===== config.mk =====
export PLATFORM = sky130hd
export DESIGN_NAME = nios_st_packet_arbiter
export DESIGN_NICKNAME = d
export VERILOG_FILES = /design/src/rtl/nios_st_pkg.sv /design/src/rtl/nios_rr_pick.sv /design/src/rtl/nios_st_packet_arbiter.sv
export SDC_FILE = /design/constraint.sdc
export NUM_CORES = 1
export LEC_CHECK = 0
export ABC_CLOCK_PERIOD_IN_PS = 1850
export CAP_MARGIN = 20
export CORE_MARGIN = 5
export CORE_UTILIZATION = 35
export CTS_BUF_LIST = sky130_fd_sc_hd__clkbuf_8
export CTS_CLUSTER_DIAMETER = 200
export DETAILED_ROUTE_END_ITERATION = 12
export HOLD_SLACK_MARGIN = 0.1
export PLACE_DENSITY = 0.69
export SLEW_MARGIN = 25
export SYNTH_ARGS = -nofsm -noshare
export SYNTH_HDL_FRONTEND = slang
export SYNTH_SLANG_ARGS = --single-unit

===== constraint.sdc =====
create_clock -name clk -period 1.85 [get_ports clk]
set_clock_uncertainty 0.15 [all_clocks]
set_input_delay 0.2775 -clock clk [delete_from_list [all_inputs] [get_ports clk]]
set_output_delay 0.2775 -clock clk [all_outputs]
set_load 0.05 [all_outputs]

===== src/rtl/nios_st_pkg.sv =====
`default_nettype none
// ============================================================================
// Module  : nios_st_pkg
// Purpose : Shared defaults and types for the Avalon-ST packet arbiter.
// Revision: 1.0 - initial release
// ============================================================================
package nios_st_pkg;

   localparam int c_data_w  = 32;
   localparam int c_empty_w = 2;
   localparam int c_err_w   = 1;
   localparam int c_cnt_w   = 16;
   localparam int c_gid_w   = 3;

   typedef enum logic [0:0] {
      IDLE = 1'b0,
      BUSY = 1'b1
   } state_t;

endpackage
`default_nettype wire


===== src/rtl/nios_rr_pick.sv =====
`default_nettype none
// ============================================================================
// Module  : nios_rr_pick
// Purpose : Rotating priority encoder; first set request at or above ptr.
// Revision: 1.0 - initial release
// ============================================================================
module nios_rr_pick
   import nios_st_pkg::*;
#(
   parameter int NUM_IN = 2
) (
   input  logic [NUM_IN-1:0]  req,
   input  logic [c_gid_w-1:0] ptr,
   output logic [c_gid_w-1:0] idx,
   output logic               any
);

   logic [7:0] w_req_pad;

   function automatic logic [c_gid_w-1:0] wrap_add(input logic [c_gid_w-1:0] p, input int k);
      int s;
      s = int'(p) + k;
      if (s >= NUM_IN) s = s - NUM_IN;
      return c_gid_w'(s);
   endfunction

   always_comb begin
      w_req_pad = '0;
      w_req_pad[NUM_IN-1:0] = req;
   end

   // Walk from the farthest offset back to ptr so the nearest hit wins.
   always_comb begin
      idx = '0;
      any = 1'b0;
      for (int k = NUM_IN - 1; k >= 0; k--) begin
         if (w_req_pad[wrap_add(ptr, k)]) begin
            idx = wrap_add(ptr, k);
            any = 1'b1;
         end
      end
   end

endmodule
`default_nettype wire


===== src/rtl/nios_st_packet_arbiter.sv =====
`default_nettype none
// ============================================================================
// Module  : nios_st_packet_arbiter
// Purpose : Packet-level round-robin Avalon-ST arbiter with registered output.
// Revision: 1.0 - initial release
// ============================================================================
module nios_st_packet_arbiter
   import nios_st_pkg::*;
#(
   parameter int NUM_IN  = 2,
   parameter int DATA_W  = c_data_w,
   parameter int EMPTY_W = c_empty_w,
   parameter int ERR_W   = c_err_w
) (
   input  logic                        clk,
   input  logic                        reset,
   input  logic [NUM_IN-1:0]           in_valid,
   output logic [NUM_IN-1:0]           in_ready,
   input  logic [NUM_IN*DATA_W-1:0]    in_data,
   input  logic [NUM_IN*ERR_W-1:0]     in_error,
   input  logic [NUM_IN-1:0]           in_startofpacket,
   input  logic [NUM_IN-1:0]           in_endofpacket,
   input  logic [NUM_IN*EMPTY_W-1:0]   in_empty,
   input  logic                        out_ready,
   output logic                        out_valid,
   output logic [DATA_W-1:0]           out_data,
   output logic [ERR_W-1:0]            out_error,
   output logic                        out_startofpacket,
   output logic                        out_endofpacket,
   output logic [EMPTY_W-1:0]          out_empty,
   output logic [c_gid_w-1:0]          grant_id,
   output logic                        busy,
   output logic                        sop_err,
   output logic [NUM_IN*c_cnt_w-1:0]   pkt_done
);

   state_t               r_state;
   logic [c_gid_w-1:0]   r_grant;
   logic [c_gid_w-1:0]   r_rr_ptr;
   logic                 r_first;
   logic                 r_out_valid;
   logic [DATA_W-1:0]    r_out_data;
   logic [ERR_W-1:0]     r_out_error;
   logic                 r_out_sop;
   logic                 r_out_eop;
   logic [EMPTY_W-1:0]   r_out_empty;
   logic                 r_sop_err;
   logic [c_cnt_w-1:0]   r_cnt [NUM_IN];

   logic [c_gid_w-1:0]   w_pick_idx;
   logic                 w_pick_any;
   logic                 w_can_load;
   logic                 w_accept;
   logic                 w_sel_valid;
   logic [DATA_W-1:0]    w_sel_data;
   logic [ERR_W-1:0]     w_sel_error;
   logic                 w_sel_sop;
   logic                 w_sel_eop;
   logic [EMPTY_W-1:0]   w_sel_empty;
   logic [c_gid_w-1:0]   w_next_ptr;

   nios_rr_pick #(.NUM_IN(NUM_IN)) u_pick (
      .req (in_valid),
      .ptr (r_rr_ptr),
      .idx (w_pick_idx),
      .any (w_pick_any)
   );

   assign w_can_load = !r_out_valid || out_ready;
   assign w_accept   = (r_state == BUSY) && w_can_load && w_sel_valid;
   assign w_next_ptr = (r_grant == c_gid_w'(NUM_IN - 1)) ? '0 : r_grant + c_gid_w'(1);

   // Granted-source mux; ready is only ever offered to the granted source.
   always_comb begin
      w_sel_valid = 1'b0;
      w_sel_data  = '0;
      w_sel_error = '0;
      w_sel_sop   = 1'b0;
      w_sel_eop   = 1'b0;
      w_sel_empty = '0;
      in_ready    = '0;
      for (int i = 0; i < NUM_IN; i++) begin
         if (r_grant == c_gid_w'(i)) begin
            w_sel_valid = in_valid[i];
            w_sel_data  = in_data[i*DATA_W +: DATA_W];
            w_sel_error = in_error[i*ERR_W +: ERR_W];
            w_sel_sop   = in_startofpacket[i];
            w_sel_eop   = in_endofpacket[i];
            w_sel_empty = in_empty[i*EMPTY_W +: EMPTY_W];
            in_ready[i] = (r_state == BUSY) && w_can_load;
         end
      end
   end

   always_ff @(posedge clk) begin
      if (reset) begin
         r_state     <= IDLE;
         r_grant     <= '0;
         r_rr_ptr    <= '0;
         r_first     <= 1'b0;
         r_out_valid <= 1'b0;
         r_out_data  <= '0;
         r_out_error <= '0;
         r_out_sop   <= 1'b0;
         r_out_eop   <= 1'b0;
         r_out_empty <= '0;
         r_sop_err   <= 1'b0;
      end else begin
         case (r_state)
            IDLE: begin
               if (w_pick_any) begin
                  r_grant <= w_pick_idx;
                  r_first <= 1'b1;
                  r_state <= BUSY;
               end
            end
            BUSY: begin
               if (w_accept) begin
                  r_first <= 1'b0;
                  if (r_first ? !w_sel_sop : w_sel_sop) r_sop_err <= 1'b1;
                  if (w_sel_eop) begin
                     r_state  <= IDLE;
                     r_rr_ptr <= w_next_ptr;
                  end
               end
            end
            default: r_state <= IDLE;
         endcase

         // The last beat of a packet may still drain while the FSM arbitrates.
         if (w_accept) begin
            r_out_valid <= 1'b1;
            r_out_data  <= w_sel_data;
            r_out_error <= w_sel_error;
            r_out_sop   <= w_sel_sop;
            r_out_eop   <= w_sel_eop;
            r_out_empty <= w_sel_empty;
         end else if (out_ready) begin
            r_out_valid <= 1'b0;
         end
      end
   end

   for (genvar gi = 0; gi < NUM_IN; gi++) begin : g_cnt
      always_ff @(posedge clk) begin
         if (reset) begin
            r_cnt[gi] <= '0;
         end else if (w_accept && w_sel_eop && (r_grant == c_gid_w'(gi))) begin
            r_cnt[gi] <= r_cnt[gi] + c_cnt_w'(1);
         end
      end
      assign pkt_done[gi*c_cnt_w +: c_cnt_w] = r_cnt[gi];
   end

   assign out_valid         = r_out_valid;
   assign out_data          = r_out_data;
   assign out_error         = r_out_error;
   assign out_startofpacket = r_out_sop;
   assign out_endofpacket   = r_out_eop;
   assign out_empty         = r_out_empty;
   assign grant_id          = r_grant;
   assign busy              = (r_state == BUSY);
   assign sop_err           = r_sop_err;

endmodule
`default_nettype wire


==> key figures <==
Synthesis
  • Commonest cells in the netlist: nand3_1 (49), nor2_1 (49), nand2_1 (48)
  • Unique masters post-synth: 38
  • Yosys warning total: 0
  • Seq cells post-synth: 79
  • Sequential area share after synthesis: 0.479
  • Asr flop ratio synth: 0
  • Mux cell area share after synthesis: 0.105
  • XOR/XNOR share of the synthesized area: 0.0639
  • Syn avg cell area: 9.58 sq um
  • Post-Syn Area: 0.00397 sq mm
  • Synth area leaders: edfxtp_1 (24%), dfxtp_1 (24%), mux2_2 (9.9%)
  • Post-Syn Nets: 498
  • EDFF count, synth: 32
  • Compound-Gate Fraction of Synth Area: 0.0800
  • Synth top area share: 0.242
  • Largest family of logic cells by synthesized area: simple AND/OR/NAND/NOR gates
  • Simple-gate share of the synthesized area: 0.221
  • Post-Synthesis Cells: 415
  • Adder-Cell Fraction of Synth Area: 0.0126
  • Ys flop type: dfxtp_1
  • Leading area contributor after synthesis: edfxtp_1

STA
  • RSZ-0062 raised after global routing: yes
  • Hold Fails Final Rpt: 0
  • Max Fclk: 534 MHz
  • Tmin final: 1870 ps
  • Setup-failing EPs final: 3
  • Fin. max-slew vios: 0
  • Final Cycle Share: 1.01
  • Slew @ Worst Pin: 479 ps
  • Setup WS post-layout: -23.8 ps
  • Relative slew slack: 0.681

Critical path
  • R2r endpoint: grant_id[0]$_SDFFE_PP0P_
  • CP Cell Sequence: inv_2 > ha_4 > o21a_1 > nor3_4 > a31oi_2 > a21o_1 > a211oi_2
  • Cell family with most CP delay: compound AO/OA/AOI/OAI gates
  • Flop2flop setup slack: -20 ps
  • Max FO, Critical Path: 4
  • Max incr delay on CP: 340 ps
  • Crit path to: grant_id[0]$_SDFFE_PP0P_
  • Reg2reg path depth: 7
  • CP max-delay cell: dfxtp_2
  • WP data arrival: 1990 ps
  • WP depth: 7
  • Worst reg2reg path startpoint: r_rr_ptr[1]$_SDFFE_PP0P_
  • Critical Path RT: 1960 ps
  • Worst Setup Path Type: reg -> reg
  • Startpoint types: flop
  • Worst path bufs/invs: 1
  • Worst setup EP type: flop
  • Worst Setup SP: r_rr_ptr[1]$_SDFFE_PP0P_

Drt
  • Drt first pass iters: 5
  • DRT iter0 DRCs: 193
  • DRC viols: 0
  • ANT nets after route: 0
  • Via count: 3,657
  • WL/cell: 15.3 microns
  • Via density: 4.93
  • Drt total wl: 11,400 microns

Hold path
  • Hold/Removal Path Class: reg -> reg

Placed design
  • Post-Place Worst Slack: -228 ps
  • GP Congestion: 0.802
  • Port Buffer Count: 155
  • Hpwl dp: 8310 microns

Clock network
  • Later-pin clock latency in the skew report: 350 ps
  • H-tree Lvls: 3
  • CTS sink cnt: 79
  • TritonCTS buffer count: 9
  • CTS clk-pin slew, worst paths: 90 ps
  • CTS tree: done
  • Clock root cell: clkbuf_8
  • Buffer depth of the longest clock path: 2

Pwr
  • Total Power: 5030 uW
  • Sequential group share of total power: 0.414
  • Logic pwr share: 0.361
  • Switching part of the total power: 0.361
  • Lkg Pwr: 0.00233 uW
  • IR drop worst, VDD: 0.401 mV
  • Part of the power in the clock network: 0.225
  • Pwr dens: 824 mW/mm^2
  • P_int: 3210 uW
  • Net Sw Power: 1820 uW

Layout
  • Share of cells above drive strength 1: 0.352
  • Area Growth Syn to Fin: 53.7%
  • Antenna Cells: 0
  • Nets: 677

Floorplan
  • Top Ports: 156
  • Die Wd: 117 microns
  • Chip Height: 117 microns
  • Initial core utilization: 0.353
  • Row cnt: 39
  • Die ar.: 0.0136 sq mm
  • Core area: 0.0113 sq mm

Global routing
  • GRT Resource Usage Total: 0.161
  • Largest net degree at the start of global routing: 47
  • First-pass GRT wire length: 17,500 microns
  • Initial antenna violation count: 0
  • Vias in the first global route: 3,736
  • Total congestion overflow: 0

Job
  • Max Cap Violations: 0

Run status
  • Status: finished, violations left
  • Failing checks: setup timing
==> area by class of cell <==
type                            instances  area (sq um)
Clock buffer                            9           124
Timing Repair Buffer                  191          1720
Sequential cell                        79          1910
Tap cell                              143           179
Clock inverter                          7          40.0
Inverter                                5          22.5
Multi-Input combinational cell        308          2110
Fill cell                            1016          5160
==> worst min path at each step <==
stage / startpoint / to / slack [ps] / cells past startpoint
4_1_cts: out_data[4]$_SDFFE_PP0P_ / out_data[4]$_SDFFE_PP0P_ / 310 / 2
6_report: out_data[4]$_SDFFE_PP0P_ / out_data[4]$_SDFFE_PP0P_ / 300 / 2
2_1_floorplan: r_first$_SDFFE_PP0P_ / r_first$_SDFFE_PP0P_ / 300 / 2
5_1_grt: out_data[20]$_SDFFE_PP0P_ / out_data[20]$_SDFFE_PP0P_ / 330 / 2
3_3_place_gp: out_data[4]$_SDFFE_PP0P_ / out_data[4]$_SDFFE_PP0P_ / 290 / 2
3_5_place_dp: out_data[20]$_SDFFE_PP0P_ / out_data[20]$_SDFFE_PP0P_ / 300 / 2
==> cells in the final DEF, fill, tap and decap left out, types with 7 or more instances in the layout <==
cell	instances
buf_4	104
nor2_1	40
edfxtp_1	32
clkdlybuf4s50_1	77
a21oi_1	45
nand2_1	46
mux2_2	35
nand3_1	48
dfxtp_1	40
buf_12	7
xnor2_1	12
clkbuf_8	9
xor2_1	17
==> tightest hold or removal path, stage by stage (launching register included) <==
cell     delay, ps
dfxtp_1        310
nand2_1         50
a21oi_1         50
==> power by group through the flow <==
| stage | logic (uW) | registers, uW | clock network (uW) |
|---|---|---|---|
| after detailed placement | 1720 | 2130 | 0 |
| after global routing | 1940 | 2110 | 1220 |
| final | 1820 | 2080 | 1130 |
| after global placement | 1710 | 2120 | 0 |
| after CTS | 1790 | 2090 | 1170 |
| after floorplan | 633 | 2580 | 0 |
==> metrics by stage <==
stage / TNS [ps] / instance area, sq um / hold WS [ps] / cells / utilization
final: -46.6 / 6110 / 303 / 742 / 0.542
after global routing: -425 / 6110 / 326 / 742 / 0.542
after CTS: 0 / 6010 / 307 / 736 / 0.533
after detailed placement: -20040 / 5730 / 296 / 713 / 0.508
after global placement: -15140 / 5730 / 289 / 713 / 0.508
after floorplan: -1560 / 4060 / 298 / 415 / -
==> cell families after synthesis <==
family | after synthesis
adders and majority gates | 4
and+or+nand+nor | 181
AOI/OAI and AO/OA | 56
muxes | 37
DFF | 79
xor gates and xnor gates | 29
buffers and inverters | 29
==> registers in the layout, indices dropped and copies added (netlist names) <==
name               flops
out_data              32
r_cnt                 32
grant_id               3
r_rr_ptr               3
out_empty              2
busy                   1
out_endofpacket        1
out_error              1
out_startofpacket      1
out_valid              1
r_first                1
sop_err                1
==> timing repair <==
action	CTS	global route
setup buffers	6	6
setup endpoints to repair	7	12
endpoints found under the hold margin	1	0
hold buffers	1	0
resized for setup	13	8
pin swaps	4	8
gates cloned	0	1
==> metal layers <==
metal / up-vias / track usage / wire length [microns] / part of all wire
li1: 1808 / - / - / -
met1: 1703 / 0.185 / 4490 / 0.39
met2: 130 / 0.269 / 5510 / 0.48
met3: 16 / 0.0668 / 1180 / 0.10
met4: 0 / 0.0619 / 213 / 0.019
met5: - / 0 / 0 / 0
(Power assumes the default switching activity.)
